### src/rtl/cnt_rd_if.sv
// Counter read interface: three-state read FSM with optional clear-on-read.
// Optional per-counter sticky wrap flags are enabled by defining CNT_RD_OVF_EN.
module cnt_rd_if #(
  parameter int CNT_NUM = 8
) (
  input  logic                   clk,
  input  logic                   rst_n,
  input  logic [CNT_NUM*32-1:0]  cnt_d,
  output logic [CNT_NUM-1:0]     cnt_s_clr,
  input  logic                   rd_req,
  input  logic [3:0]             rd_addr,
  input  logic                   rd_clr,
  output logic                   rd_busy,
  output logic                   rd_ack,
  output logic [31:0]            rd_data,
  output logic                   rd_err,
  output logic                   rd_ovf
);

  typedef enum logic [1:0] {
    IDLE  = 2'd0,
    LATCH = 2'd1,
    ACK   = 2'd2
  } state_t;

  localparam logic [4:0] CNT_NUM_W = 5'(CNT_NUM);

  state_t               state_r;
  logic [3:0]           addr_r;
  logic                 in_range_r;
  logic                 busy_r;
  logic                 ack_r;
  logic [31:0]          data_r;
  logic                 err_r;
  logic                 ovf_r;
  logic [CNT_NUM-1:0]   s_clr_r;

  logic                 req_in_range_s;
  logic [31:0]          cnt_arr_s [16];
  logic [31:0]          sel_data_s;
  logic                 sel_ovf_s;

  // Pad the counter bus to 16 entries so any 4-bit index selects safely.
  for (genvar g = 0; g < 16; g++) begin : g_pad
    if (g < CNT_NUM) begin : g_real
      assign cnt_arr_s[g] = cnt_d[g*32 +: 32];
    end else begin : g_zero
      assign cnt_arr_s[g] = 32'h0;
    end
  end

  assign req_in_range_s = ({1'b0, rd_addr} < CNT_NUM_W);
  assign sel_data_s     = cnt_arr_s[addr_r];

`ifdef CNT_RD_OVF_EN
  logic [CNT_NUM-1:0] msb_r;
  logic [CNT_NUM-1:0] clr_d_r;
  logic [CNT_NUM-1:0] flag_r;
  logic [CNT_NUM-1:0] msb_s;
  logic [CNT_NUM-1:0] wrap_s;
  logic [15:0]        flag_pad_s;

  // Wrap = bit 31 falling, ignoring the drop caused by our own clear pulse.
  always_comb begin
    msb_s = '0;
    for (int i = 0; i < CNT_NUM; i++) begin
      msb_s[i] = cnt_d[i*32 + 31];
    end
    wrap_s     = msb_r & ~msb_s & ~clr_d_r;
    flag_pad_s = 16'(flag_r);
    sel_ovf_s  = flag_pad_s[addr_r];
  end

  // Sticky flags: a clear-read clears at the latch edge, a new wrap wins.
  always_ff @(posedge clk or negedge rst_n) begin
    if (!rst_n) begin
      msb_r   <= '0;
      clr_d_r <= '0;
      flag_r  <= '0;
    end else begin
      msb_r   <= msb_s;
      clr_d_r <= s_clr_r;
      flag_r  <= wrap_s | (flag_r & ~s_clr_r);
    end
  end
`else
  assign sel_ovf_s = 1'b0;
`endif

  // Read FSM with registered handshake, data and clear pulse outputs.
  always_ff @(posedge clk or negedge rst_n) begin
    if (!rst_n) begin
      state_r    <= IDLE;
      addr_r     <= 4'd0;
      in_range_r <= 1'b0;
      busy_r     <= 1'b0;
      ack_r      <= 1'b0;
      data_r     <= 32'h0;
      err_r      <= 1'b0;
      ovf_r      <= 1'b0;
      s_clr_r    <= '0;
    end else begin
      case (state_r)
        IDLE: begin
          ack_r   <= 1'b0;
          s_clr_r <= '0;
          if (rd_req) begin
            state_r    <= LATCH;
            addr_r     <= rd_addr;
            in_range_r <= req_in_range_s;
            busy_r     <= 1'b1;
            if (rd_clr && req_in_range_s) begin
              s_clr_r <= {{(CNT_NUM-1){1'b0}}, 1'b1} << rd_addr;
            end else begin
              s_clr_r <= '0;
            end
          end else begin
            state_r <= IDLE;
            busy_r  <= 1'b0;
          end
        end
        LATCH: begin
          state_r <= ACK;
          s_clr_r <= '0;
          ack_r   <= 1'b1;
          data_r  <= in_range_r ? sel_data_s : 32'h0;
          err_r   <= ~in_range_r;
          ovf_r   <= in_range_r & sel_ovf_s;
        end
        ACK: begin
          state_r <= IDLE;
          ack_r   <= 1'b0;
          busy_r  <= 1'b0;
          s_clr_r <= '0;
        end
        default: begin
          state_r <= IDLE;
          ack_r   <= 1'b0;
          busy_r  <= 1'b0;
          s_clr_r <= '0;
        end
      endcase
    end
  end

  assign cnt_s_clr = s_clr_r;
  assign rd_busy   = busy_r;
  assign rd_ack    = ack_r;
  assign rd_data   = data_r;
  assign rd_err    = err_r;
  assign rd_ovf    = ovf_r;

endmodule

### config.mk
export PLATFORM = sky130hd
export DESIGN_NAME = cnt_rd_if
export DESIGN_NICKNAME = d
export VERILOG_FILES = /design/src/rtl/cnt_rd_if.sv
export SDC_FILE = /design/constraint.sdc
export NUM_CORES = 1
export LEC_CHECK = 0
export CAP_MARGIN = 40
export CORE_AREA = 2 2 120 122
export CTS_CLUSTER_SIZE = 28
export DETAILED_ROUTE_END_ITERATION = 10
export DIE_AREA = 0 0 122 124
export PLACE_DENSITY = 0.83
export SYNTH_ARGS = -nofsm -noshare
export SYNTH_HDL_FRONTEND = slang
export SYNTH_SLANG_ARGS = --single-unit
### constraint.sdc
create_clock -name clk -period 1.9 [get_ports clk]
set_clock_uncertainty 0.05 [all_clocks]
set_input_delay 0.19 -clock clk [delete_from_list [all_inputs] [get_ports clk]]
set_output_delay 0.19 -clock clk [all_outputs]
set_load 0.005 [all_outputs]
== After elaboration in Yosys (flattened, before gate mapping) ==
Cells that the tools add are included.

* $lt $le $gt $ge: 2
* Equality and inequality tests: 1
* Shifts and indexed selects: 1
* Muxes and demuxes: 12
* Bitwise logic cells: 2
* Reduce and logical (&&, ||, !) cells: 3

{| class="wikitable"
|+ Operators with widths
! kind !! number
|-
| $bmux 32 s4 || 1
|-
| $mux 32 || 3
|-
| $mux 8 || 3
|-
| $shl 1x4->8 const A || 1
|-
| $ge 5x5->1 const B || 1
|-
| $not 4->5 || 1
|-
| $lt 4x4->1 const B || 1
|-
| $pmux 2 s2 || 1
|-
| $mux 1 || 3
|-
| $eq 2x1->1 const B || 1
|-
| $logic_not 2->1 || 1
|-
| $pmux 1 s2 || 1
|-
| $reduce_and 2->1 || 1
|-
| $logic_and 1x1->1 || 1
|-
| $not 1->1 || 1
|}

* Register bits: 50
* Input bits: 264
* Output and inout bits: 44
* Word-level logic and storage cells: 29

== Longest topological paths before layout ==
* Depth after elaboration: 5
* Depth in mapped cells: 6
* Gate-level depth less buffers: 4

== Worst setup path after synthesis ==
No wires, ideal clock.

* Kind: register to register
* Start: reg addr_r[0]
* End: reg data_r[5], in the netlist rd_data[5]
* Arrival time: 1.311 ns
* Slack: 0.410 ns
* Cell stages (with the launch flop): 6
* Buffers on the path: 2
* Clock period less this slack: 1.490 ns
* Path through: dfrtp_1 -> buf_6 -> buf_12 -> mux4_2 -> nor2b_2 -> o31ai_2

* Longest elaborated chain between the ends: 5

{| class="wikitable"
|+ RTL lines
! item !! RTL line !! RTL
|-
| from (decl) || 29 || <nowiki>logic [3:0] addr_r;</nowiki>
|-
| from (signal assigned) || 109 || <nowiki>addr_r <= rd_addr;</nowiki>
|-
| $not 4->5 (implied by the code) || 53 || <nowiki>assign sel_data_s = cnt_arr_s[addr_r];</nowiki>
|-
| $bmux 32 s4 || 53 ||
|-
| $mux 32 (implied by the code) (2 in series) || 53 ||
|-
| $mux 32 || 126 || <nowiki>data_r <= in_range_r ? sel_data_s : 32'h0;</nowiki>
|-
| to (signal assigned) || 126 ||
|-
| to (decl) || 33 || <nowiki>logic [31:0] data_r;</nowiki>
|}

No other way between the ends. The select of a mux whose other input is x is not followed.
A chain may end at the register's enable or synchronous reset.

== Worst setup path in the final report ==
Same ends and word-level chain as after synthesis.

==> results summary <==
The remaining global-route overflow came out at 0. Setup violations remaining at the end of the flow were counted as 0. Before CTS, the worst setup slack after placement is 0.112 ns.

With fillers left out, the area of the finished cells amounts to 7590 sq um. The worst setup path is captured at a register. The number of distinct standard cells referenced by the synthesized netlist came out at 33. The total number of vias is 4140. The DRC violation count after routing is 0.

The number of cells in the finished layout apart from fillers came out at 830. The maximum count of clock buffers along a single path came out at 2. The area of the core region is 13700 sq um. In this run the count of I/O pins placed on the die edge is 308. The static leakage is between 2 and 3 nW. After synthesis the cells add up to 4220 sq um. The power per cell area came out at 759 nW/um^2.

The aggregate routed wire length came out at ~17000 um. The worst min-delay path class is input pin to async pin. Dividing the detail-routed wire length by the instance count gives 20.2 um. The number of DRC violations after detailed-routing iteration 0 is 191. The maximum vdd ir drop came out at 0.425 mV. The top fanout value on the critical path is 41. The met3 capacity usage during global routing is 0.0549. The initial antenna violation count is 0. After global routing, the most crowded layer is met2. Yosys printed 0 warnings. The flip-flop and latch count after synthesis came out at 49. The maximum number of pins on one net before global-route repair is 42. The tree is rooted in a sky130_fd_sc_hd__clkbuf_16.

The accumulated negative setup slack is 0 ns. The detailed placer's ending HPWL is around 13000 um. The count of H-tree levels built during CTS is 2.

The number of instances in the synthesized netlist is 348. The count of antenna diodes in the layout is 0. The wire length of the first global-routing pass is around 24000 um. The chip height is 124 um. The share of final-layout standard cells stronger than drive strength 1 is 0.238.

The period utilization came out at 0.945. The number of setup buffers added after CTS is 0. The number of enable flip-flop cells after synthesis is 0. The nature of the critical path startpoint is a register. The flow ran to the end, and the final reports show no timing, DRC or antenna violations. The least setup slack across all paths after layout came out at 0.104 ns. For this run, global-route usage on met2 was measured as 0.398.

The fraction of registers with async set/reset came out at 1.00. The data required time at the worst endpoint came out at around 2 ns. The met1 usage came out at 0.236. The worst setup path is of the register to register kind. The headroom to the max-slew limit is 0.635. After detailed routing, the number of vias per cell comes to 4.99. The area added between synthesis and finish came out at 80.1%. The tool flagged a number of max-cap violations equal to 0.

After clock tree synthesis, the clock-pin slew on the worst setup and hold paths is 0.07 ns. After layout, the minimum clock period comes to 1.80 ns. The insertion delay of the later-clocked pin in the worst-skew pair is 0.29 ns.

The worst-margin pin slew is 0.547 ns. The sequential cell area fraction in the yosys report came out at 0.291. The number of cell rows came out at 43. The post-route antenna net violation count came out at 0. The clock net in this run drives a total of 49 sinks. The first detailed-routing pass ran for 4 iterations.

The initial cell density of the core is 0.307. The number of port buffers is approximately 310. The die width came out at between 100 and 150 um.

The final weighted congestion in routability-driven placement is approximately 0.83. The arrival time of the worst setup path came out at between 1.5 and 2 ns. The count of pins over their slew limit came out at 0. The via count of the first global-routing pass is 4626. The average cell area after synthesis is 12.1 sq um. The total routing resource utilization after global routing is 0.214. Setup repair after global routing left no endpoint under its margin. The number of nets produced by synthesis came out at a little over 600. The placed instances occupy a cell area of 7440 sq um. The most used flip-flop cell after synthesis is sky130_fd_sc_hd__dfrtp_1. The net count reported at finish came out at 914. The area of the die is 15100 sq um.

The TritonCTS clock tree is built. The final-report hold violation count is 0. Buffers inserted during clock tree synthesis total 5.

Hold timing on the final database bottoms out at a slack of 0.257 ns. The cell total after placement came out at 822. The maximum clock frequency is between 0.5 and 0.6 GHz.
cells by family (layout without fill, tap and decap cells):
| logic type | count (synthesis) | count (layout) | synth area share |
|---|---|---|---|
| buffers and inverters | 36 | 338 | 0.0715 |
| other | 1 | 1 | 0.000890 |
| AO/OA/AOI/OAI | 66 | 66 | 0.145 |
| multiplexers | 96 | 96 | 0.369 |
| flip-flops | 49 | 49 | 0.291 |
| AND/OR/NAND/NOR | 100 | 100 | 0.123 |
power by group:
| group | internal, mW | switching (mW) |
|---|---|---|
| Combinational | 2.01 | 1.38 |
| Sequential | 1.30 | 0.171 |
| Clock | 0.484 | 0.410 |
synthesized netlist by cell type, types with 2 or more instances:
| master | count | area, sq um |
|---|---|---|
| sky130_fd_sc_hd__nand2b_1 | 4 | 25.0 |
| sky130_fd_sc_hd__o21ai_0 | 2 | 10.0 |
| sky130_fd_sc_hd__o31ai_2 | 31 | 388 |
| sky130_fd_sc_hd__nand2_1 | 50 | 188 |
| sky130_fd_sc_hd__clkbuf_1 | 10 | 37.5 |
| sky130_fd_sc_hd__o22ai_1 | 31 | 194 |
| sky130_fd_sc_hd__buf_8 | 2 | 30.0 |
| sky130_fd_sc_hd__nor3_1 | 4 | 20.0 |
| sky130_fd_sc_hd__mux2_4 | 30 | 450 |
| sky130_fd_sc_hd__nor2b_1 | 3 | 18.8 |
| sky130_fd_sc_hd__mux2_1 | 28 | 315 |
| sky130_fd_sc_hd__buf_2 | 9 | 45.0 |
| sky130_fd_sc_hd__dfrtp_1 | 49 | 1230 |
| sky130_fd_sc_hd__nor2_1 | 14 | 52.6 |
| sky130_fd_sc_hd__mux4_2 | 32 | 721 |
| sky130_fd_sc_hd__mux2_2 | 6 | 67.6 |
| sky130_fd_sc_hd__buf_12 | 5 | 100 |
| sky130_fd_sc_hd__buf_6 | 6 | 67.6 |
| sky130_fd_sc_hd__nor2b_2 | 18 | 158 |
final cells by class:
type | instances | area, sq um
Inverter | 2 | 8.76
Timing Repair Buffer | 329 | 3300
Sequential cell | 49 | 1230
Multi-Input combinational cell | 263 | 2690
Clock inverter | 2 | 16.3
Fill cell | 1162 | 6130
Clock buffer | 5 | 125
Tap cell | 180 | 225
worst paths after layout:
kind | start | end | slack, ns | cells past startpoint
max | addr_r[0] | rd_data[5] | 0.10 | 5
min | rst_n | state_r[0] | 0.26 | 2
max reg2reg | addr_r[0] | rd_data[5] | 0.10 | 5
min reg2reg | rd_data[18] | rd_data[18] | 0.44 | 2
max in group asynchronous | rst_n | rd_data[7] | 0.95 | 3
min in group clk | rd_data[18] | rd_data[18] | 0.44 | 2
registers in the layout, indices dropped and copies added (netlist names):
| signal | count |
|---|---|
| rd_busy | 1 |
| rd_data | 32 |
| cnt_s_clr | 8 |
| addr_r | 4 |
| state_r | 1 |
| rd_ack | 1 |
| rd_err | 1 |
| in_range_r | 1 |
per-layer routing:
layer	vias up	wire [um]
li1	1915	-
met1	1983	6290
met2	208	8660
met3	34	1370
met4	0	445
met5	-	0
worst max-delay path, cell delays in order, from the launching register on:
cell and delay, ns:
sky130_fd_sc_hd__dfrtp_4 0.47, sky130_fd_sc_hd__buf_12 0.27, sky130_fd_sc_hd__buf_4 0.21, sky130_fd_sc_hd__mux2_4 0.30
sky130_fd_sc_hd__o22ai_1 0.23, sky130_fd_sc_hd__o31ai_2 0.09
metrics by stage:
stage               power [mW]   util
detailed placement        4.91  0.542
global placement          4.83  0.542
finish                    5.76  0.553
CTS                       5.83  0.553
global route              6.11  0.553
floorplan                 3.45      -
cell usage in the layout (no fill, tap or decap), types with 2 or more instances in the layout:
master                            synthesis  layout
sky130_fd_sc_hd__nand2b_1                 4       3
sky130_fd_sc_hd__mux4_2                  32      32
sky130_fd_sc_hd__buf_4                    1      17
sky130_fd_sc_hd__clkdlybuf4s50_1          0     305
sky130_fd_sc_hd__mux2_1                  28      28
sky130_fd_sc_hd__buf_12                   5       5
sky130_fd_sc_hd__o31ai_2                 31      31
sky130_fd_sc_hd__mux2_4                  30      30
sky130_fd_sc_hd__dfrtp_1                 49      47
sky130_fd_sc_hd__nor2_1                  14      14
sky130_fd_sc_hd__nand2_1                 50      50
sky130_fd_sc_hd__nor2b_1                  3       3
sky130_fd_sc_hd__o22ai_1                 31      31
sky130_fd_sc_hd__o21ai_0                  2       2
sky130_fd_sc_hd__nor2b_2                 18      18
sky130_fd_sc_hd__nor3_1                   4       4
sky130_fd_sc_hd__clkbuf_16                0       5
sky130_fd_sc_hd__mux2_2                   6       6
repair_timing:
item	CTS	global route
resized for setup	0	0
endpoints found under the hold margin	11	0
hold buffers	1	0
Note: power is estimated with default switching activity, not from simulation.
